### src/rtl/i_sram2sram_like_mo_pkg.sv
// Shared constants and helpers for the instruction-fetch bridge.
package isram_bridge_pkg;

  localparam logic [1:0] SIZE_WORD = 2'b10;

  function automatic int cnt_w(input int n);
    return $clog2(n + 1);
  endfunction

endpackage

### src/rtl/i_sram2sram_like_mo_if.sv
// SRAM-like I-cache request/response bundle; master is the fetch bridge.
interface i_sram2sram_like_mo_if #(
  parameter int ADDR_W = 32,
  parameter int DATA_W = 32
);
  logic              inst_req;
  logic              inst_wr;
  logic [1:0]        inst_size;
  logic [ADDR_W-1:0] inst_addr;
  logic [DATA_W-1:0] inst_wdata;
  logic [DATA_W-1:0] inst_rdata;
  logic              inst_addr_ok;
  logic              inst_data_ok;

  modport master (
    output inst_req, inst_wr, inst_size, inst_addr, inst_wdata,
    input  inst_rdata, inst_addr_ok, inst_data_ok
  );

  modport slave (
    input  inst_req, inst_wr, inst_size, inst_addr, inst_wdata,
    output inst_rdata, inst_addr_ok, inst_data_ok
  );
endinterface

### src/rtl/i_sram2sram_like_mo_tracker.sv
// Tracks accepted-but-unreturned requests and how many of them are wrong-path.
// Latency: classification is combinational on resp; counters update next edge.
// Backpressure: can_issue drops while MAX_OUTSTANDING requests are in flight.
module isram_outstanding_tracker
  import isram_bridge_pkg::*;
#(
  parameter int MAX_OUTSTANDING = 2
) (
  input  logic clk_i,
  input  logic rst_i,
  input  logic accept,
  input  logic resp,
  input  logic flush,
  output logic can_issue,
  output logic is_stale,
  output logic is_live,
  output logic live_pend
);
  localparam int CW = cnt_w(MAX_OUTSTANDING);

  logic [CW-1:0] out_cnt;
  logic [CW-1:0] discard_cnt;
  logic          live_ret;
  logic          flush_add;

  assign can_issue = out_cnt < CW'(MAX_OUTSTANDING);
  assign is_stale  = resp & (discard_cnt != '0);
  assign live_ret  = resp & (discard_cnt == '0) & live_pend;
  assign is_live   = live_ret & ~flush;
  // A request accepted in the flush cycle is already wrong-path, so it joins the discard count.
  assign flush_add = flush & ((live_pend & ~live_ret) | accept);

  always_ff @(posedge clk_i or posedge rst_i) begin
    if (rst_i) begin
      out_cnt     <= '0;
      discard_cnt <= '0;
      live_pend   <= 1'b0;
    end else begin
      out_cnt     <= out_cnt + CW'(accept) - CW'(resp);
      discard_cnt <= discard_cnt - CW'(is_stale) + CW'(flush_add);
      if (flush)        live_pend <= 1'b0;
      else if (accept)  live_pend <= 1'b1;
      else if (is_live) live_pend <= 1'b0;
    end
  end
endmodule

### src/rtl/i_sram2sram_like_mo.sv
// Multi-outstanding IF-stage to I-cache bridge; optional ISRAM_BRIDGE_PERF_EN adds perf counters.
// Latency: live data passes through combinationally in the data_ok cycle.
// Backpressure: holds live data across stall_all_i; req stalls at MAX_OUTSTANDING.
module i_sram2sram_like_mo
  import isram_bridge_pkg::*;
#(
  parameter int ADDR_W          = 32,
  parameter int DATA_W          = 32,
  parameter int MAX_OUTSTANDING = 2
) (
  input  logic                 clk_i,
  input  logic                 rst_i,
  input  logic                 cpu_flush_i,
  input  logic [ADDR_W-1:0]    cpu_rom_addr_i,
  input  logic                 cpu_rom_ce_i,
  input  logic                 stall_all_i,
  output logic                 cpu_rom_stall_o,
  output logic [DATA_W-1:0]    cpu_rom_data_o,
`ifdef ISRAM_BRIDGE_PERF_EN
  output logic [31:0]          perf_fetch_cnt_o,
  output logic [31:0]          perf_discard_cnt_o,
`endif
  i_sram2sram_like_mo_if.master cache
);
  logic              can_issue;
  logic              is_stale;
  logic              is_live;
  logic              live_pend;
  logic              accept;
  logic              hold_valid;
  logic [DATA_W-1:0] hold_data;

  isram_outstanding_tracker #(.MAX_OUTSTANDING(MAX_OUTSTANDING)) u_trk (
    .clk_i     (clk_i),
    .rst_i     (rst_i),
    .accept    (accept),
    .resp      (cache.inst_data_ok),
    .flush     (cpu_flush_i),
    .can_issue (can_issue),
    .is_stale  (is_stale),
    .is_live   (is_live),
    .live_pend (live_pend)
  );

  assign cache.inst_req   = cpu_rom_ce_i & ~live_pend & ~hold_valid & can_issue;
  assign cache.inst_wr    = 1'b0;
  assign cache.inst_size  = SIZE_WORD;
  assign cache.inst_addr  = cpu_rom_addr_i;
  assign cache.inst_wdata = '0;
  assign accept           = cache.inst_req & cache.inst_addr_ok;

  assign cpu_rom_data_o  = is_live ? cache.inst_rdata : hold_data;
  assign cpu_rom_stall_o = (is_live | hold_valid) ? 1'b0 : (cpu_rom_ce_i & ~cpu_flush_i);

  // hold_data tracks every live word so data_o keeps the last delivered instruction.
  always_ff @(posedge clk_i or posedge rst_i) begin
    if (rst_i) begin
      hold_valid <= 1'b0;
      hold_data  <= '0;
    end else begin
      if (is_live) hold_data <= cache.inst_rdata;
      if (is_live && stall_all_i)           hold_valid <= 1'b1;
      else if (cpu_flush_i || !stall_all_i) hold_valid <= 1'b0;
    end
  end

`ifdef ISRAM_BRIDGE_PERF_EN
  always_ff @(posedge clk_i or posedge rst_i) begin
    if (rst_i) begin
      perf_fetch_cnt_o   <= '0;
      perf_discard_cnt_o <= '0;
    end else begin
      if (is_live)  perf_fetch_cnt_o   <= perf_fetch_cnt_o + 32'd1;
      if (is_stale) perf_discard_cnt_o <= perf_discard_cnt_o + 32'd1;
    end
  end
`endif
endmodule

### src/flat_wrapper.sv
// flat-port wrapper written by rule: the top's interface ports become plain ports
module i_sram2sram_like_mo_flat import isram_bridge_pkg::*;
#(
  parameter int ADDR_W          = 32,
  parameter int DATA_W          = 32,
  parameter int MAX_OUTSTANDING = 2
)
  (clk_i, rst_i, cpu_flush_i, cpu_rom_addr_i, cpu_rom_ce_i, stall_all_i, cpu_rom_stall_o, cpu_rom_data_o, cache_inst_req, cache_inst_wr, cache_inst_size, cache_inst_addr, cache_inst_wdata, cache_inst_rdata, cache_inst_addr_ok, cache_inst_data_ok);
  i_sram2sram_like_mo_if #(.ADDR_W(ADDR_W), .DATA_W(DATA_W)) cache_i ();
  input  logic clk_i;
  input  logic rst_i;
  input  logic cpu_flush_i;
  input  logic [ADDR_W-1:0] cpu_rom_addr_i;
  input  logic cpu_rom_ce_i;
  input  logic stall_all_i;
  output logic cpu_rom_stall_o;
  output logic [DATA_W-1:0] cpu_rom_data_o;
  output wire logic [$bits(cache_i.inst_req)-1:0] cache_inst_req;
  output wire logic [$bits(cache_i.inst_wr)-1:0] cache_inst_wr;
  output wire logic [$bits(cache_i.inst_size)-1:0] cache_inst_size;
  output wire logic [$bits(cache_i.inst_addr)-1:0] cache_inst_addr;
  output wire logic [$bits(cache_i.inst_wdata)-1:0] cache_inst_wdata;
  input wire logic [$bits(cache_i.inst_rdata)-1:0] cache_inst_rdata;
  input wire logic [$bits(cache_i.inst_addr_ok)-1:0] cache_inst_addr_ok;
  input wire logic [$bits(cache_i.inst_data_ok)-1:0] cache_inst_data_ok;
  assign cache_inst_req = cache_i.inst_req;
  assign cache_inst_wr = cache_i.inst_wr;
  assign cache_inst_size = cache_i.inst_size;
  assign cache_inst_addr = cache_i.inst_addr;
  assign cache_inst_wdata = cache_i.inst_wdata;
  assign cache_i.inst_rdata = cache_inst_rdata;
  assign cache_i.inst_addr_ok = cache_inst_addr_ok;
  assign cache_i.inst_data_ok = cache_inst_data_ok;
  i_sram2sram_like_mo #(.ADDR_W(ADDR_W), .DATA_W(DATA_W), .MAX_OUTSTANDING(MAX_OUTSTANDING)) u_core (.clk_i(clk_i), .rst_i(rst_i), .cpu_flush_i(cpu_flush_i), .cpu_rom_addr_i(cpu_rom_addr_i), .cpu_rom_ce_i(cpu_rom_ce_i), .stall_all_i(stall_all_i), .cpu_rom_stall_o(cpu_rom_stall_o), .cpu_rom_data_o(cpu_rom_data_o), .cache(cache_i));
endmodule
### config.mk
export PLATFORM = sky130hd
export DESIGN_NAME = i_sram2sram_like_mo_flat
export DESIGN_NICKNAME = d
export VERILOG_FILES = /design/src/rtl/i_sram2sram_like_mo_pkg.sv /design/src/rtl/i_sram2sram_like_mo_if.sv /design/src/rtl/i_sram2sram_like_mo_tracker.sv /design/src/rtl/i_sram2sram_like_mo.sv /design/src/flat_wrapper.sv
export SDC_FILE = /design/constraint.sdc
export NUM_CORES = 1
export LEC_CHECK = 0
export ABC_AREA = 1
export BUFFER_PORTS_ARGS = -buffer_cell sky130_fd_sc_hd__buf_2
export CORE_UTILIZATION = 36
export CTS_BUF_LIST = sky130_fd_sc_hd__clkbuf_4
export DETAILED_ROUTE_END_ITERATION = 16
export GPL_TIMING_DRIVEN = 0
export PLACE_DENSITY = 0.84
export SYNTH_ARGS = -nofsm -noshare
export SYNTH_HDL_FRONTEND = slang
export SYNTH_SLANG_ARGS = --single-unit
### constraint.sdc
create_clock -name clk_i -period 1.6 [get_ports clk_i]
set_clock_uncertainty 0.1 [all_clocks]
set_input_delay 0.16 -clock clk_i [delete_from_list [all_inputs] [get_ports clk_i]]
set_output_delay 0.16 -clock clk_i [all_outputs]
set_load 0.01 [all_outputs]
==> summary.md, run 1 <==
| Metric | Value |
|---|---|
| Yosys warning total | `0` |
| Maximum clock frequency | `roughly 500 MHz` |
| Synth-to-Final Area Change | `108.5%` |
| Data arrival time at the worst-slack endpoint | `1.72 ns` |
| Leakage component of the power | `~2.5 nW` |
| Sequence of cells on the critical path | `nor2_4, nand3_4, nor2_4, buf_12, buf_12, nand2_4, nand2_2, buf_6` |
| Min-delay worst type | `in2reg` |
| Standard cell core area | `about 5500 µm²` |
| Area after DPL | `around 2800 µm²` |
| DIE HEIGHT | `between 70 and 80 µm` |
| Launching instance or port of the critical path | `u_core.u_trk.discard_cnt[1]` |
| Post-detail-place hpwl | `roughly 3300 µm` |
| Power per Cell Area | `about 1400 nW/µm²` |
| Sw Share | `a little over a third` |
| Slew of the pin with the lowest slew margin | `0.8099 ns` |
| Share of power burned in the clock network | `approximately 14%` |
| Total of endpoints with negative setup slack in the final report | `38` |
| Critical path required time | `about 1.3 ns` |
| Count of antenna-violating nets left after detailed routing | `0` |
| Worst relative slew slack | `a little under half` |
| Worst R2R Path Depth | `11` |
| Final Routed Wirelength | `around 8000 µm` |
| Worst R2R Start | `u_core.u_trk.discard_cnt[1]` |
| Gate count of the mapped netlist | `~240` |
| Worst skew pair latency | `0.33 ns` |
| FF+latch count, synth | `38` |
| Worst-path fanout max | `7` |
| Maximum number of pins on one net before global-route repair | `39` |
| Die width | `a little under 80 µm` |
| Netlist cell types | `15` |
| Starting utilization of the core area | `37.56%` |
| Number of cell rows | `27` |
| Design Area, Final | `approximately 4300 µm²` |
| Worst Path Class, Setup | `reg2out` |
| Violations in the final reports | `negative setup slack` |
| Flop-to-flop setup slack | `-0.35 ns` |
| Run status | `finished with violations` |
| Detailed-route wire length per cell | `between 15 and 20 µm` |
| Number of top-level pins | `172` |
| Post-synthesis instance area | `2068 µm²` |
| Synthesized area per cell | `roughly 8.5 µm²` |
| Drt via density | `4.302` |
| Post-layout nets | `541` |
| Highest-count cells in the layout ignoring fill and taps | `114 x buf_4, 74 x buf_2, 42 x nand2_4` |
| Endpoint of the worst register-to-register path | `u_core.hold_data[29]` |
| Final critical-path share of the clock period | `124.0%` |
| Unrepaired setup endpoints after global routing | `yes` |
| Number of max-capacitance violations reported | `0` |
| CP Capture Type | `primary output` |
| Antenna fix cells | `0` |
| Most common cell after layout, fill and taps aside | `buf_4` |
| Count of endpoints failing hold in the final timing report | `0` |
| CP peak stage delay | `roughly 0.43 ns` |
| First-pass GRT wire length | `between 8000 and 9000 µm` |
| Time the worst path needs with I/O delays and setup | `around 2 ns` |
| DRC | `0` |
| Number of DRC markers in iteration 0 | `around 100` |
| Number of iterations in the first detailed-routing pass | `4` |
| Library cell contributing the largest single delay on the critical path | `dfrtp_1` |
| Layout cell share with drive strength beyond 1 | `between 60% and 70%` |
| Hold Startpoint | `cache_inst_rdata[14]` |
| Share of synthesized area occupied by flip-flops and latches | `45.98%` |
| Global route total overflow | `0` |
| Maximum level of the CTS H-tree | `2` |
| Number of clock sinks | `38` |
| Total Routing Usage GR | `between 10% and 20%` |
| DR vias | `about 2300` |
| Startpoint Class | `register` |
| Total CTS buffers | `5` |
| Clk pin slew, worst setup/hold paths | `0.12 ns` |
| Reported net switching power | `roughly 2.1 mW` |
| Final worst setup slack | `-0.3833 ns` |
| Maximum number of buffers from clock root to sink | `2` |
| Sequential share of power | `a little over a quarter` |
| Sum of internal, switching and leakage power | `5.935 mW` |
| Clock tree root buffer cell | `clkbuf_4` |
| Via count of the first global-routing pass | `2031` |
| Worst slack after detailed placement | `-0.08302 ns` |
| CP Capture Point | `cpu_rom_data_o[15]` |
| Quantity of I/O buffers inserted on ports | `between 100 and 150` |
| Cell Count, Final, Fillers Out | `~540` |
| Antenna violations before repair | `0` |
| Placed Instances | `about 450` |
| Combinational cell fraction of total power | `59.0%` |
| Internal power contribution | `a little under 4 mW` |
| Final estimated routing congestion in global placement | `approximately 0.7` |
| Clock tree from TritonCTS | `built` |
| Max-slew violations | `0` |
| Die area | `6052 µm²` |
| Max IR drop VDD | `1067 µV` |
| Hold Path Stages | `4` |
[cell families (layout without fill, tap and decap cells)]
kind of cell,Yosys count,after routing,synth area share (%)
xor+xnor,4,4,1.694
other cells,2,35,0.3631
buf+inv,80,272,27.40
fa+ha+maj,4,4,2.420
simple gates,113,113,21.90
flops,38,38,45.98
compound gates,1,1,0.2418
[cell usage after synthesis]
master	number	area share, %
nand2_1	103	19
buf_4	70	25
dfrtp_1	38	46
inv_1	6	1.1
ha_1	4	2.4
nor2_1	4	0.73
xnor2_1	4	1.7
buf_2	3	0.73
conb_1	2	0.36
nand4_1	2	0.60
nor2_4	2	1.1
a21oi_1	1	0.24
and3_1	1	0.30
inv_2	1	0.18
nand3_2	1	0.48
[per-layer routing]
| layer | wire [µm] | global-route usage, % | vias up |
|---|---|---|---|
| li1 | - | - | 1075 |
| met1 | 2717 | 20.64 | 1086 |
| met2 | 4476 | 34.42 | 134 |
| met3 | 725 | 6.118 | 24 |
| met4 | 306 | 7.547 | 0 |
| met5 | 0 | 0 | - |
[critical path, delay by kind of cell (launching register included)]
| family | cells | cell delay, ns |
|---|---|---|
| buffers and inverters | 3 | 0.41 |
| flip-flops | 1 | 0.43 |
| AND/OR/NAND/NOR | 5 | 0.53 |
[timing repair]
action	4_1_cts	5_1_grt
resized for setup	42	142
hold endpoints to repair	63	0
pin swaps	18	38
gates cloned	3	0
hold buffers	26	0
setup endpoints to repair	35	43
setup buffers	30	21
[metrics by stage]
stage,hold WS (ns),utilization [%],setup TNS [ns]
final,0.05687,78.32,-12.54
after global routing,0.03614,78.32,-15.10
after CTS,0.01278,64.89,-11.99
after detailed placement,0.2653,50.90,-0.1192
after global placement,0.2735,50.90,-0.1254
after floorplan,0.1231,-,0
[power by group through the flow]
stage,sequential (mW),clock [mW],combinational (mW)
2_1_floorplan,1.52,0,1.00
3_3_place_gp,1.53,0,1.53
3_5_place_dp,1.55,0,1.57
5_1_grt,1.65,0.873,3.71
6_report,1.61,0.818,3.50
4_1_cts,1.53,0.826,2.21
[sequential cells by signal (all words and copies together), names as in the netlist]
signal,cells
u_core.hold_data,32
u_core.u_trk.discard_cnt,2
u_core.u_trk.out_cnt,2
u_core.hold_valid,1
u_core.u_trk.live_pend,1
[worst min-delay path by stage]
stage | slack [ns] | endpoint
after floorplan | 0.12 | u_core.u_trk.live_pend
after global placement | 0.27 | u_core.hold_data[7]
after detailed placement | 0.27 | u_core.hold_data[28]
after CTS | 0.01 | u_core.hold_data[24]
after global routing | 0.04 | u_core.hold_data[14]
final | 0.06 | u_core.hold_data[14]
[cell type report]
cell class | instances | area [µm²]
sequential | 38 | 952.2
timing repair buffer | 184 | 1425
fill | 304 | 1194
multi-input combinational | 157 | 1112
tap | 72 | 90.09
buffer | 73 | 605.6
clock inverter | 3 | 63.81
clock buffer | 5 | 37.54
inverter | 7 | 26.28
Power figures use the tool's default switching activity.
==> inputs of run 2 (changes only) <==
--- a/config.mk
+++ b/config.mk
@@ -7,11 +7,12 @@
 export LEC_CHECK = 0
 export ABC_AREA = 1
 export BUFFER_PORTS_ARGS = -buffer_cell sky130_fd_sc_hd__buf_2
-export CORE_UTILIZATION = 36
+export CORE_UTILIZATION = 40
 export CTS_BUF_LIST = sky130_fd_sc_hd__clkbuf_4
 export DETAILED_ROUTE_END_ITERATION = 16
 export GPL_TIMING_DRIVEN = 0
-export PLACE_DENSITY = 0.84
+export PLACE_DENSITY = 0.88
+export SLEW_MARGIN = 20
 export SYNTH_ARGS = -nofsm -noshare
 export SYNTH_HDL_FRONTEND = slang
 export SYNTH_SLANG_ARGS = --single-unit
==> constraint.sdc (replaced) <==
create_clock -name clk_i -period 1.9 [get_ports clk_i]
set_clock_uncertainty 0.1 [all_clocks]
set_input_delay 0.19 -clock clk_i [delete_from_list [all_inputs] [get_ports clk_i]]
set_output_delay 0.19 -clock clk_i [all_outputs]
set_load 0.01 [all_outputs]
==> run 2 against run 1 <==
  * Combinational power fell by 11%
  * The flow still finishes with violations (negative setup slack)
  * Register-to-register slack improved by 0.27 ns
  * Sequential share of layout area rose by 0.48 points
  * Hold slack improved by 0.023 ns
  * Critical endpoint is now cpu_rom_data_o[31]
  * Clock power fell by 50%
  * Largest cell class unchanged
  * Largest power group unchanged
  * Critical path depth did not move
==> summary.md, run 2 (synthesis results as in run 1) <==
| Metric | Value |
|---|---|
| Run status | `finished with violations` |
| Violations in the final reports | `negative setup slack` |
| Maximum clock frequency | `between 400 and 500 MHz` |
| Crit path buffers/inverters | `3` |
| Worst R2R Start | `u_core.u_trk.discard_cnt[0]` |
| Footprint of the multi-input gates | `around 1000 µm²` |
| Max IR drop VDD | `about 880 µV` |
| Most common cell after layout, fill and taps aside | `buf_4` |
| Number of clock sinks | `38` |
| Sequential share of power | `about 29%` |
| Count of endpoints failing hold in the final timing report | `0` |
| Maximum level of the CTS H-tree | `2` |
| Slew of the pin with the lowest slew margin | `0.8033 ns` |
| Final worst setup slack | `-0.1754 ns` |
| Highest-count cells in the layout ignoring fill and taps | `115 x buf_4, 72 x buf_2, 47 x nand2_2` |
| Endpoint of the worst register-to-register path | `u_core.hold_data[30]` |
| Data arrival time at the worst-slack endpoint | `~1.8 ns` |
| Reg area | `between 900 and 1000 µm²` |
| Worst slack after detailed placement | `roughly 0.27 ns` |
| Worst R2R Path Depth | `11` |
| Count of antenna-violating nets left after detailed routing | `0` |
| Clock tree root buffer cell | `clkbuf_4` |
| Final estimated routing congestion in global placement | `about 0.79` |
| Global route total overflow | `0` |
| Via count of the first global-routing pass | `approximately 2400` |
| CP peak stage delay | `around 0.43 ns` |
| Total CTS buffers | `5` |
| Number of cell rows | `25` |
| Fin util | `about 87%` |
| Worst-path fanout max | `5` |
| Clock tree from TritonCTS | `built` |
| Total of endpoints with negative setup slack in the final report | `33` |
| Antenna violations before repair | `0` |
| First-pass GRT wire length | `approximately 11000 µm` |
| Final-layout fill cell count | `between 200 and 250` |
| DR vias | `around 2500` |
| Maximum number of pins on one net before global-route repair | `39` |
| Largest delay share family, worst path | `simple AND/OR/NAND/NOR gates` |
| Detailed-route wire length per cell | `~18 µm` |
| Quantity of I/O buffers inserted on ports | `about 100` |
| Reported net switching power | `about 1.8 mW` |
| Starting utilization of the core area | `a little over two fifths` |
| Worst relative slew slack | `between 40% and 50%` |
| DIE HEIGHT | `73.91 µm` |
| CP Capture Type | `primary output` |
| Combinational cell fraction of total power | `63.0%` |
| Clk pin slew, worst setup/hold paths | `roughly 0.11 ns` |
| Power per Cell Area | `1169 nW/µm²` |
| Sum of internal, switching and leakage power | `~4.9 mW` |
| Post-layout nets | `547` |
| Final worst hold slack | `0.08013 ns` |
| Number of top-level pins | `between 150 and 200` |
| Number of max-capacitance violations reported | `0` |
| Unrepaired setup endpoints after global routing | `yes` |
| Drt via density | `~4.7` |
| Largest regs | `u_core.hold_data x32, u_core.u_trk.discard_cnt x2, u_core.u_trk.out_cnt x2` |
| Cell Count, Final, Fillers Out | `540` |
| Flop-to-flop setup slack | `-0.08 ns` |
| Internal power contribution | `3.103 mW` |
| Number of DRC markers in iteration 0 | `~150` |
| Layout cell share with drive strength beyond 1 | `around two thirds` |
| Min-delay worst type | `in2reg` |
| Library cell contributing the largest single delay on the critical path | `dfrtp_1` |
| Maximum number of buffers from clock root to sink | `2` |
| Number of iterations in the first detailed-routing pass | `4` |
| Die area | `approximately 5500 µm²` |
| Hold Startpoint | `cache_inst_rdata[27]` |
| Register with the highest flop count | `u_core.hold_data` |
| Post-detail-place hpwl | `3561 µm` |
| Worst skew pair latency | `~0.33 ns` |
| Share of power burned in the clock network | `8.2%` |
| Antenna fix cells | `0` |
| Startpoint Class | `register` |
| Synth-to-Final Area Change | `103.8%` |
| Worst Path Class, Setup | `reg2out` |
| Standard cell core area | `approximately 4800 µm²` |
| Sw Share | `between 30% and 40%` |
| Number of flip-flops under the largest register name | `32` |
| Placed Instances | `446` |
| Max-slew violations | `0` |
| Hold Path Stages | `4` |
| Time the worst path needs with I/O delays and setup | `~2.1 ns` |
| Final Routed Wirelength | `9832 µm` |
| Total Routing Usage GR | `26.89%` |
| Hold Path Sink | `u_core.hold_data[27]` |
| Sequence of cells on the critical path | `nor2_4, nand3_2, nor2_4, buf_6, buf_4, nand2_1, nand2_2, buf_6` |
| Final critical-path share of the clock period | `109.2%` |
| DRC | `0` |
| Critical path required time | `~1.6 ns` |
| Leakage component of the power | `2.461 nW` |
| Die width | `73.91 µm` |
==> run 2: cell types whose count changed in the layout (fill, tap and decap cells not counted), moves of 3 or more <==
cell	previous run	this run
buf_6	35	43
nand2_1	33	28
ha_1	1	4
nand2_4	42	28
buf_8	2	7
buf_12	6	0
nand2_2	28	47
==> run 2: per-stage QoR <==
step | cell area (µm²) | TNS, ns
2_1_floorplan | 2192 | 0
3_3_place_gp | 2796 | 0
3_5_place_dp | 2796 | 0
4_1_cts | 3636 | -1.441
5_1_grt | 4215 | -5.925
6_report | 4215 | -3.150
==> run 2: worst min-delay path, delay by kind of cell <==
family	cells	cell delay, ns
simple gates	2	0.12
buf+inv	2	0.18
==> run 2: per-layer routing <==
layer,track usage [%],up-vias,part of all wire (%)
li1,-,1089,-
met1,23.93,1170,33
met2,54.04,211,53
met3,7.682,48,9.7
met4,12.82,0,4.9
met5,0,-,0
==> run 2: worst max path at each step <==
stage / depth (start not counted) / to / startpoint / slack [ns]
CTS: 8 / cpu_rom_data_o[13] / u_core.u_trk.discard_cnt[1] / -0.07
global placement: 6 / cpu_rom_data_o[29] / u_core.u_trk.discard_cnt[1] / 0.28
finish: 8 / cpu_rom_data_o[31] / u_core.u_trk.discard_cnt[0] / -0.18
global route: 8 / cpu_rom_data_o[31] / u_core.u_trk.discard_cnt[0] / -0.22
floorplan: 8 / u_core.u_trk.discard_cnt[1] / u_core.u_trk.out_cnt[1] / 0.38
detailed placement: 6 / cpu_rom_data_o[11] / u_core.u_trk.discard_cnt[1] / 0.27
==> run 2: what timing repair did <==
| action | CTS | global route |
|---|---|---|
| hold buffers | 24 | 0 |
| cloned | 3 | 2 |
| setup buffers | 48 | 15 |
| setup endpoints to repair | 30 | 40 |
| resized for setup | 49 | 118 |
| endpoints found under the hold margin | 60 | 0 |
| pin swaps | 5 | 25 |
==> run 2: power by group through the flow <==
stage                     Combinational, mW  Sequential (mW)  Clock [mW]
after floorplan                       0.843             1.28           0
after global placement                 1.29             1.29           0
after detailed placement               1.34             1.32           0
after CTS                              2.19             1.30       0.394
after global routing                   3.25             1.43       0.442
final                                  3.11             1.41       0.406
==> run 2: final cells by class <==
type                    instances  area share [%]
clock inverters                 3          0.2671
flip-flops and latches         38           22.56
repair buffers                190           35.92
inverters                       7          0.6233
well taps                      67           1.989
plain buffers                  73           13.98
multi-input cells             157           23.78
clock buffers                   5          0.8905
==> inputs of run 3 (changes only) <==
--- a/config.mk
+++ b/config.mk
@@ -6,7 +6,7 @@
 export NUM_CORES = 1
 export LEC_CHECK = 0
 export ABC_AREA = 1
-export BUFFER_PORTS_ARGS = -buffer_cell sky130_fd_sc_hd__buf_2
+export BUFFER_PORTS_ARGS = -buffer_cell sky130_fd_sc_hd__buf_4
 export CORE_UTILIZATION = 40
 export CTS_BUF_LIST = sky130_fd_sc_hd__clkbuf_4
 export DETAILED_ROUTE_END_ITERATION = 16
==> run 3 against run 2 <==
  * The run still ends with negative setup slack left
  * Clock power is 36% higher
  * Wire length down 18%
  * Sequential power fell by 6%
  * Hold slack improved by 0.20 ns
  * Combinational power down 26%
  * Worst setup slack gained 0.034 ns
  * Cell area is 6.3% lower
  * Critical path type unchanged
  * Critical endpoint is now cpu_rom_data_o[12]
==> summary.md, run 3 (synthesis results as in run 1) <==
| Metric | Value |
|---|---|
| Number of DRC markers in iteration 0 | `99` |
| Count of antenna-violating nets left after detailed routing | `0` |
| CP Capture Type | `primary output` |
| Final worst hold slack | `approximately 0.28 ns` |
| Number of iterations in the first detailed-routing pass | `4` |
| DIE HEIGHT | `around 74 µm` |
| Final estimated routing congestion in global placement | `between 0.7 and 0.8` |
| Antenna fix cells | `0` |
| Startpoint Class | `register` |
| Power per Cell Area | `1058 nW/µm²` |
| Number of cell rows | `25` |
| Largest regs | `u_core.hold_data x32, u_core.u_trk.discard_cnt x2, u_core.u_trk.out_cnt x2` |
| Worst R2R Path Depth | `8` |
| Starting utilization of the core area | `42.66%` |
| Final critical-path share of the clock period | `107.4%` |
| Antenna violations before repair | `0` |
| Number of top-level pins | `172` |
| Standard cell core area | `roughly 4800 µm²` |
| Worst skew pair latency | `0.33 ns` |
| Maximum number of buffers from clock root to sink | `2` |
| Reported net switching power | `between 1.5 and 2 mW` |
| Combinational cell fraction of total power | `55.0%` |
| Maximum level of the CTS H-tree | `2` |
| Register with the highest flop count | `u_core.hold_data` |
| Global route total overflow | `0` |
| Number of flip-flops under the largest register name | `32` |
| Reg area | `~950 µm²` |
| Sw Share | `a little over a third` |
| Footprint of the multi-input gates | `~800 µm²` |
| Leakage component of the power | `between 2 and 2.5 nW` |
| Fin util | `about four fifths` |
| Via count of the first global-routing pass | `2106` |
| Worst slack after detailed placement | `between 0.2 and 0.25 ns` |
| Critical path required time | `1.61 ns` |
| Fraction of met3 tracks used by global routing | `roughly 5.3%` |
| Design Area, Final | `a little under 4000 µm²` |
| Highest-count cells in the layout ignoring fill and taps | `166 x buf_4, 60 x nand2_1, 39 x nand2_2` |
| Met2 capacity usage during global routing | `approximately 46%` |
| Min-delay worst type | `in2async` |
| Maximum clock frequency | `about 490 MHz` |
| Max-slew violations | `0` |
| Total Routing Usage GR | `about 23%` |
| Post-detail-place hpwl | `3979 µm` |
| Layout cell share with drive strength beyond 1 | `57.40%` |
| Drt via density | `4.439` |
| Die area | `approximately 5500 µm²` |
| Run status | `finished with violations` |
| Clock tree from TritonCTS | `built` |
| Total CTS buffers | `5` |
| Die width | `73.91 µm` |
| Area after DPL | `3084 µm²` |
| Met1 Resource Use GR | `between 20% and 30%` |
| Total of endpoints with negative setup slack in the final report | `32` |
| Data arrival time at the worst-slack endpoint | `approximately 1.8 ns` |
| Final-layout fill cell count | `approximately 250` |
| Busiest layer in global routing | `met2` |
| Detailed-route wire length per cell | `between 15 and 20 µm` |
| Max IR drop VDD | `859.9 µV` |
| Violations in the final reports | `negative setup slack` |
| Share of power burned in the clock network | `13.2%` |
| First-pass GRT wire length | `~9300 µm` |
| Count of endpoints failing hold in the final timing report | `0` |
| Worst-path fanout max | `5` |
| Internal power contribution | `2.662 mW` |
| Final worst setup slack | `-0.1412 ns` |
| Final Routed Wirelength | `around 8100 µm` |
| Synth-to-Final Area Change | `90.99%` |
| Quantity of I/O buffers inserted on ports | `around 100` |
| Unrepaired setup endpoints after global routing | `yes` |
| DRC | `0` |
| Clk pin slew, worst setup/hold paths | `0.12 ns` |
| Post-layout nets | `520` |
| Worst Path Class, Setup | `reg2out` |
| Sequential share of power | `approximately a third` |
| Time the worst path needs with I/O delays and setup | `roughly 2.0 ns` |
| DR vias | `roughly 2300` |
| Most common cell after layout, fill and taps aside | `buf_4` |
| Maximum number of pins on one net before global-route repair | `25` |
| Clock tree root buffer cell | `clkbuf_4` |
| Number of max-capacitance violations reported | `0` |
| Number of clock sinks | `38` |
## run 3: timing repair
action                                 in CTS  in global routing
hold buffers                               36                  0
pin swaps                                   2                 20
resized for setup                          11                 76
buffers inserted                            4                 15
gates cloned                                0                  3
setup endpoints to repair                  30                 32
endpoints found under the hold margin      48                  0
## run 3: worst paths after layout
kind,startpoint,endpoint,slack [ns]
worst max-delay path,u_core.u_trk.discard_cnt[0],cpu_rom_data_o[12],-0.14
worst min-delay path,rst_i,u_core.hold_data[25],0.28
worst max register to register,u_core.u_trk.out_cnt[1],u_core.u_trk.discard_cnt[1],0.05
worst min register to register,u_core.u_trk.out_cnt[0],u_core.u_trk.out_cnt[0],0.40
max in group asynchronous,rst_i,u_core.hold_data[31],0.97
min in group clk_i,cache_inst_data_ok,u_core.u_trk.out_cnt[0],0.28
## run 3: per-stage QoR
stage,std cells,power [mW],TNS (ns)
4_1_cts,495,3.558,-1.446
2_1_floorplan,275,2.121,0
3_5_place_dp,447,2.891,0
3_3_place_gp,446,2.822,0
5_1_grt,513,4.388,-6.141
6_report,513,4.180,-2.919
## run 3: power by group through the flow
stage               Sequential [mW]  Clock, mW  Combinational [mW]
floorplan                      1.28          0               0.843
global placement               1.29          0                1.53
detailed placement             1.31          0                1.58
CTS                            1.29      0.556                1.71
global route                   1.35      0.596                2.44
finish                         1.33      0.553                2.30
## run 3: cell type report
type                    instances  area share (%)
repair buffers                163           36.33
plain buffers                  73           14.54
flip-flops and latches         38           24.07
well taps                      67           2.122
multi-input cells             157           20.30
clock inverters                 3           1.014
inverters                       7          0.6652
clock buffers                   5          0.9503
## run 3: critical path, stage by stage (launching register included)
cell     delay (ns)
dfrtp_1        0.45
nor2_4         0.16
nand3_2        0.12
nor2_4         0.12
buf_6          0.15
buf_6          0.13
nand2_1        0.08
nand2_2        0.10
buf_6          0.11
## run 3: routing by layer
| layer | share of wire, % | routed length, µm | vias up |
|---|---|---|---|
| li1 | - | - | 1031 |
| met1 | 36 | 2880 | 1080 |
| met2 | 54 | 4321 | 146 |
| met3 | 7.5 | 608 | 20 |
| met4 | 3.0 | 244 | 0 |
| met5 | 0 | 0 | - |
